`config.mk`:
```
export PLATFORM = sky130hd
export DESIGN_NAME = pid_sub_scheduler
export DESIGN_NICKNAME = d
export VERILOG_FILES = /design/src/rtl/pid_sub_scheduler.sv
export SDC_FILE = /design/constraint.sdc
export NUM_CORES = 1
export LEC_CHECK = 0
export ABC_AREA = 1
export CAP_MARGIN = 20
export CORE_MARGIN = 4
export CORE_UTILIZATION = 50
export DETAILED_ROUTE_END_ITERATION = 10
export DONT_BUFFER_PORTS = 1
export PLACE_DENSITY = 0.63
export SKIP_CTS_REPAIR_TIMING = 1
export SLEW_MARGIN = 10
export SYNTH_ARGS = -nofsm -noshare
export SYNTH_HDL_FRONTEND = slang
export SYNTH_SLANG_ARGS = --single-unit
```
`constraint.sdc`:
```
create_clock -name clk -period 2.2 [get_ports clk]
set_input_delay 0.44 -clock clk [delete_from_list [all_inputs] [get_ports clk]]
set_output_delay 0.44 -clock clk [all_outputs]
set_load 0.05 [all_outputs]
```
`src/rtl/pid_sub_scheduler.sv`:
```
// pid_sub_scheduler: one complement-then-add subtractor shared round-robin
// among NREQ requesters (P-error, I-delta, D-delta). One operation runs at
// a time, and each operation takes four cycles from the grant to the ack.
//
// Handshake: req[i] is a level request. The requester holds it, with its
// operands on a_bus/b_bus, until the grant edge. Operands are captured only
// at that edge. ack[i] is a one-cycle pulse in the cycle after the DONE
// state. If req[i] is still high during that ack cycle, it counts as a new
// request at the next IDLE evaluation. Dropping req early does not cancel
// an operation that is already in flight.
module pid_sub_scheduler #(
  parameter int WIDTH = 16,
  parameter int NREQ  = 3
) (
  input  logic                  clk,
  input  logic                  rst_n,
  input  logic [NREQ-1:0]       req,
  input  logic [NREQ*WIDTH-1:0] a_bus,
  input  logic [NREQ*WIDTH-1:0] b_bus,
  output logic [NREQ-1:0]       ack,
  output logic [WIDTH-1:0]      result,
  output logic                  ovf,
  output logic                  busy,
  output logic [1:0]            dbg_state
);

  localparam int GW = (NREQ > 1) ? $clog2(NREQ) : 1;

  typedef enum logic [1:0] {
    IDLE = 2'd0,
    COMP = 2'd1,
    ADD  = 2'd2,
    DONE = 2'd3
  } state_t;

  state_t          state;
  state_t          state_nxt;
  logic [GW-1:0]   last_grant;
  logic [GW-1:0]   grant;
  logic [GW-1:0]   pick;
  logic [WIDTH-1:0] a_lat;
  logic [WIDTH-1:0] b_lat;
  logic [WIDTH-1:0] comp_reg;
  logic [WIDTH-1:0] sum;

  // Round-robin pick: the first requester found, starting at last_grant+1 and wrapping around.
  always_comb begin
    logic [GW-1:0] idx;
    pick = last_grant;
    idx  = '0;
    for (int k = NREQ; k >= 1; k--) begin
      idx = GW'((int'(last_grant) + k) % NREQ);
      if (req[idx]) pick = idx;
    end
  end

  assign sum = a_lat + comp_reg;

  // FSM state register.
  always_ff @(posedge clk or negedge rst_n) begin
    if (!rst_n) state <= IDLE;
    else        state <= state_nxt;
  end

  // FSM next state: wait in IDLE for any request, then walk COMP -> ADD -> DONE.
  always_comb begin
    state_nxt = state;
    case (state)
      IDLE:    if (|req) state_nxt = COMP;
      COMP:    state_nxt = ADD;
      ADD:     state_nxt = DONE;
      DONE:    state_nxt = IDLE;
      default: state_nxt = IDLE;
    endcase
  end

  // FSM outputs: busy in every state except IDLE; the raw state is exposed for debug.
  always_comb begin
    busy      = (state != IDLE);
    dbg_state = state;
  end

  // Datapath: latch at grant, two's-complement b, add, then pulse ack and rotate priority.
  always_ff @(posedge clk or negedge rst_n) begin
    if (!rst_n) begin
      grant      <= '0;
      last_grant <= GW'(NREQ - 1);
      a_lat      <= '0;
      b_lat      <= '0;
      comp_reg   <= '0;
      result     <= '0;
      ovf        <= 1'b0;
      ack        <= '0;
    end else begin
      ack <= '0;
      case (state)
        IDLE: begin
          if (|req) begin
            grant <= pick;
            a_lat <= a_bus[int'(pick)*WIDTH +: WIDTH];
            b_lat <= b_bus[int'(pick)*WIDTH +: WIDTH];
          end
        end
        COMP: comp_reg <= ~b_lat + WIDTH'(1);
        ADD: begin
          result <= sum;
          ovf    <= (a_lat[WIDTH-1] != b_lat[WIDTH-1]) && (sum[WIDTH-1] != a_lat[WIDTH-1]);
        end
        DONE: begin
          ack        <= NREQ'(1) << grant;
          last_grant <= grant;
        end
        default: ;
      endcase
    end
  end

endmodule

```
==> qor.txt <==
status - completed
DR WL/cell - 14.5 microns
Hold Vio Cnt, Final - 0
first-pass GRT wire length - 20400 microns
critical path arrival - 2380 ps
via count of the first global-routing pass - 4319
CP required - 2490 ps
clk buf depth - 2
crit path kind - reg -> reg
routed wire length - 12600 microns
share of cells above drive strength 1 - 0.0864
total CTS buffers - 9
starting density of the core - 0.523
Area growth syn-to-layout - 12.7%
CP Capture Type - flop
EDFF count, synth - 0
clock sinks - 74
ant diodes - 0
post-synthesis instance total - 722
Min-Delay Path Class - in -> reg
max-cap check violation count - 0
synth unique cells - 37
global route overflow - 0
pin count of the biggest net entering global routing - 75
slowest cell on the critical path - dfstp_2
critical path's top delay family - simple AND/OR/NAND/NOR gates
Critical Path Fanout Max - 10
CP Buf/Inv Count - 2
Via Count - 4550
die area - 0.0115 sq mm
DP Area - 0.00516 sq mm
Synth Cell Area - 0.00493 sq mm
post-synth top area cell - dfrtp_1
Primary FF master, synth - dfrtp_1
# IOs - 124
Tightest Pin Transition - 600 ps
Layout Nets - 860
CP startpoint kind - flop
Antenna Nets Post-Route - 0
CP max stage delay - 570 ps
Clock Skews - 14.8 ps
Tcrit/Tclk final - 0.948
Fillers - 901
Starting DRT DRC Count - 176
crit-path cells - inv_2 -> ha_4 -> nand2_1 -> nand3_1 -> nand2_1 -> nand3_1 -> nand2_2 -> nand2_8 -> nor2_8 -> buf_6 -> nand2_1 -> nand2_1 -> nand2_1 -> nand2_1
DRC violations left - 0
most used cell, CP - nand2_1
fmax - 0.479 GHz
Avg Cell Area, Syn - 6.82 sq um
fin util - 0.590
Tmin final - 2090 ps
depth of the CTS H-tree - 3
final HPWL from detailed placement - 9720 microns
number of synthesized register bits - 74
gr usage total - 0.222
Max-Slew Margin vs Limit - 0.600
warnings from Yosys - 0
Root Driver - clkbuf_8
worst skew pair latency - 350 ps
design area - 0.00555 sq mm
CTS tree - done
Via density - 5.23
num rows - 35
most frequent cell after synthesis - nand2_1
clock transition at the registers of the reported paths - 80 ps
fraction of registers with async set/reset - 1.00
Slew Limit Fails - 0
die height - 107 microns
RD Place Congestion - 0.829
antenna violations before repair - 0
Synth top cells by count - nand2_1, inv_1, nand3_1
Setup violations, final - 0
Die Width - 107 microns
TritonRoute pass-1 iters - 5
syn_nets - 846
top cells by area, synth - dfrtp_1, nand2_1, nand3_1
Core Footprint - 0.00942 sq mm
I/O Buffers - 0
post-synthesis sequential area ratio - 0.376
top cell type's share of synthesized area - 0.371
stage by stage:
| stage | hold WS (ps) | setup slack (ps) | std cells | TNS (ps) |
|---|---|---|---|---|
| 3_3_place_gp | 146 | 57.5 | 845 | 0 |
| 6_report | 261 | 114 | 870 | 0 |
| 4_1_cts | -239 | 1.65 | 861 | 0 |
| 3_5_place_dp | 146 | 16.0 | 845 | 0 |
| 5_1_grt | 249 | -19.9 | 870 | -75.7 |
| 2_1_floorplan | 144 | 280 | 722 | 0 |
layout make-up:
type                       instances  area [sq um]  area share
clock buffer                      12           145      0.0261
clock inverter                     4          51.3     0.00924
tap                              129           161      0.0291
sequential                        74          1850       0.334
timing repair buffer              29           340      0.0613
multi-input combinational        516          2610       0.469
inverter                         106           398      0.0716
final timing paths:
kind                                from        end  slack, ps  cells past startpoint
setup reg to reg           last_grant[1]   a_lat[6]        110                     14
min in group asynchronous          rst_n   a_lat[3]        660                      2
setup / recovery           last_grant[1]   a_lat[6]        110                     14
hold reg to reg                 grant[1]     ack[0]        490                      1
max in group asynchronous          rst_n   a_lat[2]       1230                      2
hold / removal                 a_bus[47]  a_lat[15]        260                      2
kinds of logic after synthesis:
kind of cell	Yosys count	share of synthesized area
buffers and inverters	132	0.108
DFF	74	0.376
and+or+nand+nor	408	0.349
AOI/OAI and AO/OA	72	0.0846
xor gates and xnor gates	13	0.0231
adders and majority gates	23	0.0599
layout by cell type, fill, tap and decap left out, drive strengths merged, types with 2 or more instances in the layout:
cell type and instances:
nand2 266, xor2 8, nor3 7, nand3 95, a31oi 4, nand4 3
inv 105, clkbuf 14, xnor2 5, o31ai 2, buf 26, o21ai 29
clkinv 3, o211ai 10, ha 22, nand3b 2, nor2 31, or2 3
o21bai 3, dfrtp 73, a21oi 19
metal layers:
layer	up-vias	wire [microns]	share of wire	global-route usage
met5	-	0	0	0
met4	0	225	0.018	0.0758
met3	20	662	0.053	0.0396
met2	154	5990	0.48	0.363
met1	2060	5700	0.45	0.298
li1	2316	-	-	-
Power is left out: the tool's default activity adds up to more than one toggle a clock period on the data nets, which glitch-free logic cannot reach.
